[config.mk]
export PLATFORM = sky130hd
export DESIGN_NAME = button_event_ctrl
export DESIGN_NICKNAME = d
export VERILOG_FILES = /design/src/rtl/btn_evt_pkg.sv /design/src/rtl/btn_debounce_chan.sv /design/src/rtl/button_event_ctrl.sv
export SDC_FILE = /design/constraint.sdc
export NUM_CORES = 1
export LEC_CHECK = 0
export ABC_CLOCK_PERIOD_IN_PS = 8900
export CELL_PAD_IN_SITES_DETAIL_PLACEMENT = 1
export CELL_PAD_IN_SITES_GLOBAL_PLACEMENT = 1
export CORE_UTILIZATION = 40
export CTS_CLUSTER_DIAMETER = 60
export DETAILED_ROUTE_END_ITERATION = 8
export DONT_BUFFER_PORTS = 1
export PLACE_DENSITY = 0.75
export SLEW_MARGIN = 15
export SYNTH_ARGS = -nofsm -noshare
export SYNTH_HDL_FRONTEND = slang
export SYNTH_HIERARCHICAL = 1
export SYNTH_SLANG_ARGS = --single-unit
[constraint.sdc]
create_clock -name clk -period 8.9 [get_ports clk]
set_input_delay 1.78 -clock clk [delete_from_list [all_inputs] [get_ports clk]]
set_output_delay 1.78 -clock clk [all_outputs]
set_load 0.1 [all_outputs]
[src/rtl/btn_evt_pkg.sv]
// Shared event encodings, pending-bit positions and width helper for the
// front-panel button event controller.
package btn_evt_pkg;

    localparam logic [1:0] EVT_NONE    = 2'b00;
    localparam logic [1:0] EVT_PRESS   = 2'b01;
    localparam logic [1:0] EVT_RELEASE = 2'b10;
    localparam logic [1:0] EVT_LONG    = 2'b11;

    localparam int BIT_PRESS   = 0;
    localparam int BIT_RELEASE = 1;
    localparam int BIT_LONG    = 2;

    // Counter/index width that never collapses to zero bits.
    function automatic int clog2_min1(input int n);
        return (n <= 2) ? 1 : $clog2(n);
    endfunction

endpackage

[src/rtl/btn_debounce_chan.sv]
// One button channel: two-flop synchroniser, tick-qualified debounce and
// long-press timer, producing one-cycle PRESS/RELEASE/LONG raise strobes.
module btn_debounce_chan
    import btn_evt_pkg::*;
#(
    parameter int STABLE_TICKS = 20,
    parameter int LONG_TICKS   = 1000
) (
    input  logic clk,
    input  logic rst,
    input  logic tick,
    input  logic btn,
    output logic level,
    output logic raise_press,
    output logic raise_release,
    output logic raise_long
);

    localparam int SW = clog2_min1(STABLE_TICKS);
    localparam int HW = clog2_min1(LONG_TICKS + 1);

    logic          meta_r;
    logic          sync_r;
    logic          level_r;
    logic [SW-1:0] stab_cnt_r;
    logic [HW-1:0] hold_cnt_r;
    logic          raise_press_r;
    logic          raise_release_r;
    logic          raise_long_r;

    // Two-flop synchroniser for the raw pad input
    always_ff @(posedge clk or posedge rst) begin
        if (rst) begin
            meta_r <= 1'b0;
            sync_r <= 1'b0;
        end else begin
            meta_r <= btn;
            sync_r <= meta_r;
        end
    end

    // Debounce: a new level needs STABLE_TICKS consecutive disagreeing ticks
    always_ff @(posedge clk or posedge rst) begin
        if (rst) begin
            level_r         <= 1'b0;
            stab_cnt_r      <= '0;
            raise_press_r   <= 1'b0;
            raise_release_r <= 1'b0;
        end else begin
            raise_press_r   <= 1'b0;
            raise_release_r <= 1'b0;
            if (tick) begin
                if (sync_r != level_r) begin
                    if (stab_cnt_r == SW'(STABLE_TICKS - 1)) begin
                        level_r         <= sync_r;
                        stab_cnt_r      <= '0;
                        raise_press_r   <= sync_r;
                        raise_release_r <= !sync_r;
                    end else begin
                        stab_cnt_r <= stab_cnt_r + 1'b1;
                    end
                end else begin
                    stab_cnt_r <= '0;
                end
            end
        end
    end

    // Long-press timer saturates at LONG_TICKS so LONG fires once per press
    always_ff @(posedge clk or posedge rst) begin
        if (rst) begin
            hold_cnt_r   <= '0;
            raise_long_r <= 1'b0;
        end else begin
            raise_long_r <= 1'b0;
            if (tick) begin
                if (level_r) begin
                    if (hold_cnt_r != HW'(LONG_TICKS)) begin
                        hold_cnt_r <= hold_cnt_r + 1'b1;
                        if (hold_cnt_r == HW'(LONG_TICKS - 1)) begin
                            raise_long_r <= 1'b1;
                        end
                    end
                end else begin
                    hold_cnt_r <= '0;
                end
            end
        end
    end

    assign level         = level_r;
    assign raise_press   = raise_press_r;
    assign raise_release = raise_release_r;
    assign raise_long    = raise_long_r;

endmodule

[src/rtl/button_event_ctrl.sv]
// Front-panel button controller: shared sample-tick prescaler, per-channel
// debounce, pending event bits and a round-robin valid/ready event port.
module button_event_ctrl
    import btn_evt_pkg::*;
#(
    parameter int N_BTN        = 4,
    parameter int TICK_DIV     = 50000,
    parameter int STABLE_TICKS = 20,
    parameter int LONG_TICKS   = 1000
) (
    input  logic                          clk,
    input  logic                          rst,
    input  logic [N_BTN-1:0]              button,
    output logic [N_BTN-1:0]              level,
    output logic                          evt_valid,
    input  logic                          evt_ready,
    output logic [clog2_min1(N_BTN)-1:0]  evt_chan,
    output logic [1:0]                    evt_type,
    output logic                          overflow,
    input  logic                          ovf_clr
);

    localparam int CW = clog2_min1(N_BTN);
    localparam int PW = clog2_min1(TICK_DIV);

    logic [PW-1:0]         presc_r;
    logic                  tick_s;
    logic [N_BTN-1:0]      raise_press_s;
    logic [N_BTN-1:0]      raise_release_s;
    logic [N_BTN-1:0]      raise_long_s;
    logic [N_BTN-1:0][2:0] raise_vec_s;
    logic [N_BTN-1:0][2:0] pending_r;
    logic [N_BTN-1:0][2:0] clear_s;
    logic                  ovf_set_s;
    logic                  load_s;
    logic                  found_s;
    logic [CW-1:0]         cand_s;
    logic [CW-1:0]         sel_chan_s;
    logic [1:0]            sel_type_s;
    logic [2:0]            sel_mask_s;
    int                    idx_s;
    logic [CW-1:0]         rr_ptr_r;
    logic                  evt_valid_r;
    logic [CW-1:0]         evt_chan_r;
    logic [1:0]            evt_type_r;
    logic                  overflow_r;

    assign tick_s = (presc_r == PW'(TICK_DIV - 1));
    assign load_s = !evt_valid_r || evt_ready;

    // Free-running sample-tick prescaler
    always_ff @(posedge clk or posedge rst) begin
        if (rst) begin
            presc_r <= '0;
        end else if (tick_s) begin
            presc_r <= '0;
        end else begin
            presc_r <= presc_r + 1'b1;
        end
    end

    for (genvar g = 0; g < N_BTN; g++) begin : g_chan
        btn_debounce_chan #(
            .STABLE_TICKS (STABLE_TICKS),
            .LONG_TICKS   (LONG_TICKS)
        ) u_chan (
            .clk           (clk),
            .rst           (rst),
            .tick          (tick_s),
            .btn           (button[g]),
            .level         (level[g]),
            .raise_press   (raise_press_s[g]),
            .raise_release (raise_release_s[g]),
            .raise_long    (raise_long_s[g])
        );
    end

    // Round-robin scan from the channel after the last one served
    always_comb begin
        found_s    = 1'b0;
        cand_s     = '0;
        sel_chan_s = '0;
        sel_type_s = EVT_NONE;
        sel_mask_s = 3'b000;
        idx_s      = 0;
        for (int i = 1; i <= N_BTN; i++) begin
            idx_s = int'(rr_ptr_r) + i;
            if (idx_s >= N_BTN) begin
                idx_s = idx_s - N_BTN;
            end else begin
                idx_s = idx_s;
            end
            cand_s = CW'(idx_s);
            if (!found_s && (pending_r[cand_s] != 3'b000)) begin
                found_s    = 1'b1;
                sel_chan_s = cand_s;
                if (pending_r[cand_s][BIT_PRESS]) begin
                    sel_type_s = EVT_PRESS;
                    sel_mask_s = 3'b001;
                end else if (pending_r[cand_s][BIT_LONG]) begin
                    sel_type_s = EVT_LONG;
                    sel_mask_s = 3'b100;
                end else begin
                    sel_type_s = EVT_RELEASE;
                    sel_mask_s = 3'b010;
                end
            end else begin
                found_s = found_s;
            end
        end
    end

    // Per-channel raise vector and the bit consumed by this cycle's load
    always_comb begin
        raise_vec_s = '0;
        clear_s     = '0;
        for (int c = 0; c < N_BTN; c++) begin
            raise_vec_s[c] = {raise_long_s[c], raise_release_s[c], raise_press_s[c]};
            if (load_s && found_s && (sel_chan_s == CW'(c))) begin
                clear_s[c] = sel_mask_s;
            end else begin
                clear_s[c] = 3'b000;
            end
        end
    end

    // A raise only overflows if the bit survives this cycle's load
    assign ovf_set_s = |(raise_vec_s & pending_r & ~clear_s);

    // Pending event bits and sticky overflow (set beats clear)
    always_ff @(posedge clk or posedge rst) begin
        if (rst) begin
            pending_r  <= '0;
            overflow_r <= 1'b0;
        end else begin
            pending_r <= (pending_r & ~clear_s) | raise_vec_s;
            if (ovf_set_s) begin
                overflow_r <= 1'b1;
            end else if (ovf_clr) begin
                overflow_r <= 1'b0;
            end
        end
    end

    // Output register: holds chan/type while stalled
    always_ff @(posedge clk or posedge rst) begin
        if (rst) begin
            evt_valid_r <= 1'b0;
            evt_chan_r  <= '0;
            evt_type_r  <= EVT_NONE;
            rr_ptr_r    <= '0;
        end else if (load_s) begin
            if (found_s) begin
                evt_valid_r <= 1'b1;
                evt_chan_r  <= sel_chan_s;
                evt_type_r  <= sel_type_s;
                rr_ptr_r    <= sel_chan_s;
            end else begin
                evt_valid_r <= 1'b0;
            end
        end
    end

    assign evt_valid = evt_valid_r;
    assign evt_chan  = evt_chan_r;
    assign evt_type  = evt_type_r;
    assign overflow  = overflow_r;

endmodule
Word level (Yosys, flattened, before mapping). Index checks and enable logic that the tools add are counted.

Register bits: 118. Bits in latches: 0. RAM bits: 0. Bits in read-only memories: 0. Bits of input ports: 8. Output and inout bits: 10. Logic and storage cells: 236. Memories kept: 0.

Add/subtract/negate cells: 17. $mul: 0. Div/mod/pow operators: 0. Order comparisons: 8. Equality and inequality tests: 24. Shifts and indexed selects: 0. Muxes and demuxes: 108. Bitwise operators: 5. Reduce and logical (&&, ||, !) cells: 33.

Operators by type and width (number): $mux W10 (8); $mux W3 (20); $mux W1 (51); $add A10 B1 Y10 const B (4); $eq A10 B10 Y1 const B (4); $mux W5 (8); $ne A10 B10 Y1 const B (4); $and A12 B12 Y12 (3); $mux W2 (16); $bmux W3 S2 (4); $add A5 B1 Y5 const B (4); $eq A5 B5 Y1 const B (4); $add A16 B1 Y16 const B (1); $eq A16 B16 Y1 const B (1); $mux W16 (1); $lt A2 B3 Y1 const B (4); $not A12 Y12 (1); $or A12 B12 Y12 (1); $reduce_and A3 Y1 (4); $reduce_bool A3 Y1 (4); $reduce_or A12 Y1 (1); $reduce_and A2 Y1 (5); $ge A3 B3 Y1 const B (3); $logic_and A1 B1 Y1 (8); 13 further kinds (31).

Longest topological paths before layout.
Depth after elaboration: 23. Gate-level depth with buffers: 10. Gate-level depth less buffers: 8.

Modules after synthesis. The synthesis kept the hierarchy.

By module, submodules not included: btn_debounce_chan (times used 4, cells an instance 108, area each 1123.6 um2, sequential area each 525.5 um2); button_event_ctrl (times used 1, cells an instance 233, area each 2279.7 um2, sequential area each 850.8 um2).

Worst setup path after synthesis. No wires, ideal clock.

Path kind: register to register. From: register presc_r[5]. To: register g_chan[0].u_chan.level_r. Setup time: 0.125 ns. Arrival: 3.673 ns. Data required time: 8.775 ns. Path slack: 5.103 ns. Stages on the path, launching flop included: 9. Path buffers: 0. Period minus slack after synthesis: 3.797 ns. Cells stage by stage: dfrtp_1 > nand2b_1 > nor2_1 > nand4_1 > nor4_1 > nor3b_1 > inv_1 > or3_1 > mux2_2.

Longest elaborated chain between the ends: 2.

Ends and longest elaborated chain: start: declaration (line button_event_ctrl.sv:26) `logic [PW-1:0] presc_r;`; start signal: assignment (line button_event_ctrl.sv:58) `presc_r <= presc_r + 1'b1;`; $eq A16 B16 Y1 (line button_event_ctrl.sv:48) `assign tick_s = (presc_r == PW'(TICK_DIV - 1));`; net tick_s (line button_event_ctrl.sv:27) `logic tick_s;`; $reduce_and A3 Y1 (no line); end signal: assignment (line btn_debounce_chan.sv:55) `level_r <= sync_r;`; end: declaration (line btn_debounce_chan.sv:24) `logic level_r;`.

The timed path passes the listed nets, and every way through them passes these cells. A chain may end at the register's enable or synchronous reset.

==> flow_metrics.py <==
metrics = {
    "worst_setup_path": {
        "critPathTopFamily": "simple AND/OR/NAND/NOR gates",
        "cp_cell_sequence": "mux4_2, or3_1, o31ai_1, nand3b_1, nand2_1, nand3_1, a311oi_1, nand4_1",
        "crit_required_ps": 9150,
        "crit_path_top_delay_cell": "dfrtp_2",
        "cp_max_fo": 24,
        "worstSetupEndpointType": "register",
        "critPathArrivalTime_ps": 4180,
        "worst-path-buf-inv": 0,
        "slowest_delay_ps": 980,
        "criticalPathCategory": "register to register",
        "critical_path.startpoint_type": "register",
    },
    "synthesis": {
        "netlist.area_leader.share": 0.436,
        "netlist_top_cells_count": "dfrtp_1 (118), nand2_1 (58), inv_1 (38), nand3_1 (35), nor2_1 (26)",
        "synth_most_common_cell": "dfrtp_1",
        "synth_seq_cells": 118,
        "synth_area_leader_cell": "dfrtp_1",
        "synth_warnings": 6,
        "ys.flop_type": "dfrtp_1",
        "syn-instance-count": 665,
        "yosysSeqAreaShare": 0.436,
        "synth_area_um2": 6770,
        "syn-mean-instance-area_um2": 10.2,
        "synth.area.top_cells": "dfrtp_1 (44%), mux2i_1 (3.7%), mux4_2 (3.3%), nand2_1 (3.2%), nand3_1 (2.6%)",
        "async_reset_ff_frac": 1.00,
        "synth.distinct_cells": 58,
        "synth_edf_count": 0,
        "syn_nets": 686,
    },
    "floorplanning": {
        "ios": 18,
        "die_area_um2": 17500,
        "core_area_um2": 16600,
        "die-width_um": 132,
        "start_util": 0.408,
        "rows": 47,
        "die_h_um": 132,
    },
    "place": {
        "place_congestion": 0.879,
        "dp_cells": 860,
        "portBuffers": 0,
        "dpl_cell_area_um2": 6950,
        "hpwl_um": 11900,
    },
    "clock_tree": {
        "clk_pin_slew_ps": 50,
        "cts_tree": "built",
        "cts_hold_buf": 0,
        "cts.path.max_buffers": 2,
        "ctsResizeCount": 0,
        "cts_inserted_buffers": 17,
        "clock_sinks": 118,
        "h-tree-depth": 4,
        "cts_root_buffer": "clkbuf_16",
        "clk_latency_ps": 410,
        "postCtsSetupBuffers": 0,
    },
    "job": {
        "cap_violations": 0,
    },
    "drt": {
        "viasPerCell": 6.00,
        "remaining_drc_errors": 0,
        "post_drt_wl_per_cell_um": 18.7,
        "routed-via-count": 5355,
        "drt_wl_total_um": 16600,
        "firstDrtPassIters": 4,
        "ant_nets": 0,
        "drtIter0Drc": 258,
    },
    "pwr": {
        "cellLeakagePower_nw": 3.37,
        "power_density_nw_per_um2": 163,
        "vdd_drop_max_v": 0.000137,
    },
    "global_route": {
        "grt_pass1_vias": 5609,
        "gr-usage-all-layers": 0.204,
        "grt_start_max_net_pins": 68,
        "grt_antenna_before_repair": 1,
        "grt_pass1_wl_um": 28600,
        "grt_overflow": 0,
    },
    "finish": {
        "drive_above_1_share": 0.101,
        "fin_cells": 892,
        "nets": 680,
        "layout-area-overhead-vs-synth_pct": 11.2,
        "final_area_um2": 7530,
    },
    "timing": {
        "rsz0062_at_grt": "false",
        "clock.fmax_ghz": 0.255,
        "fin_crit_sh": 0.441,
        "relSlewSlack": 0.377,
        "slew_viol_final": 0,
        "post-route-min-period_ps": 3930,
        "hold_violations": 0,
        "final.setup.tns_ps": 0,
        "setup_viol": 0,
        "fin_skew_ps": 7.46,
        "worst_pin_slew_ps": 935,
    },
    "min_path": {
        "min_path_type": "register to register",
    },
    "status": {
        "outcome": "finished, final reports clean",
    },
}
layer usage:
metal  track usage  vias to the layer above  part of all wire
li1              -                     2498                 -
met1         0.251                     2748              0.45
met2         0.354                       88              0.51
met3        0.0438                       21             0.031
met4        0.0685                        0             0.014
met5             0                        -                 0
placed cells by master (no fill, tap or decap), types with 6 or more instances in the layout:
cell type  Yosys  final
o211a_1        9      9
a31oi_1        9      9
a21oi_1       12     12
nor2_1        26     26
buf_4          0      6
nor2b_1       20     20
o311a_1        8      8
nand2b_1       7      7
mux4_2        10     10
inv_1         38     38
or3_1          7      7
nand3b_1      14     14
ha_1          13     13
a21o_1        13     13
o211ai_1      10     10
dfrtp_1      118    116
a211o_1       16     16
nand3_1       35     35
mux2i_1       25     25
clkbuf_16      0     17
nand2_1       58     58
o2bb2ai_1     16     16
nor3b_1        7      6
nor4_1        22     22
nand4_1       23     23
o31ai_1        6      6
xnor2_1        7      7
nor3_1        16     16
and2_1         8      8
o21ai_0       23     23
xor2_1         8      8
cell type report:
type	count	area, um^2
inverter	38	143
clock inverter	9	128
multi-input combinational	478	3530
clock buffer	22	454
sequential	118	2960
timing repair buffer	6	45.0
tap	220	275
fill	1884	9050
antenna	1	2.50
final timing paths:
kind / start / to / slack (ps) / cells after the start
setup / recovery: evt_chan[0] / overflow / 4970 / 8
hold / removal: g_chan[3].u_chan/meta_r / g_chan[3].u_chan/sync_r / 350 / 0
setup reg to reg: evt_chan[0] / overflow / 4970 / 8
hold reg to reg: g_chan[3].u_chan/meta_r / g_chan[3].u_chan/sync_r / 350 / 0
max in group asynchronous: rst / presc_r[15] / 6850 / 2
min in group asynchronous: rst / presc_r[2] / 1350 / 1
cells by family after synthesis:
kind of cell	share of synthesized area
compound gates	0.188
flops	0.436
fa+ha+maj	0.0240
simple gates	0.204
xor+xnor	0.0194
buf+inv	0.0436
mux	0.0846
sequential cells by signal, indices dropped and copies added (netlist names), 2 cells and up:
| name | count |
|---|---|
| g_chan.u_chan/hold_cnt_r | 40 |
| evt_type | 2 |
| g_chan.u_chan/raise_long | 4 |
| pending_r | 12 |
| evt_chan | 2 |
| presc_r | 16 |
| g_chan.u_chan/stab_cnt_r | 20 |
| g_chan.u_chan/sync_r | 4 |
| g_chan.u_chan/level | 4 |
| g_chan.u_chan/raise_release | 4 |
| g_chan.u_chan/raise_press | 4 |
| g_chan.u_chan/meta_r | 4 |
metrics by stage:
step | util | hold slack (ps) | setup WS [ps] | total power [mW]
final | 0.454 | 347 | 4970 | 1.23
after global routing | 0.454 | 364 | 4780 | 1.27
after CTS | 0.454 | 347 | 5000 | 1.25
after detailed placement | 0.419 | 336 | 5010 | 0.564
after global placement | 0.419 | 333 | 5210 | 0.563
after floorplan | - | 331 | 5100 | 0.559
power breakdown:
group          internal (mW)  switching (mW)  leakage (nW)  total [mW]
combinational        0.00123          0.0120          1.49      0.0132
sequential             0.539         0.00147          1.60       0.540
clock                  0.444           0.234         0.276       0.678
worst reg2reg max path: cells and delay by family (launching register included):
| family | cells | cell delay, ps |
|---|---|---|
| AOI/OAI and AO/OA | 2 | 800 |
| muxes | 1 | 670 |
| DFF | 1 | 980 |
| and+or+nand+nor | 5 | 1320 |
(Power assumes the default switching activity.)
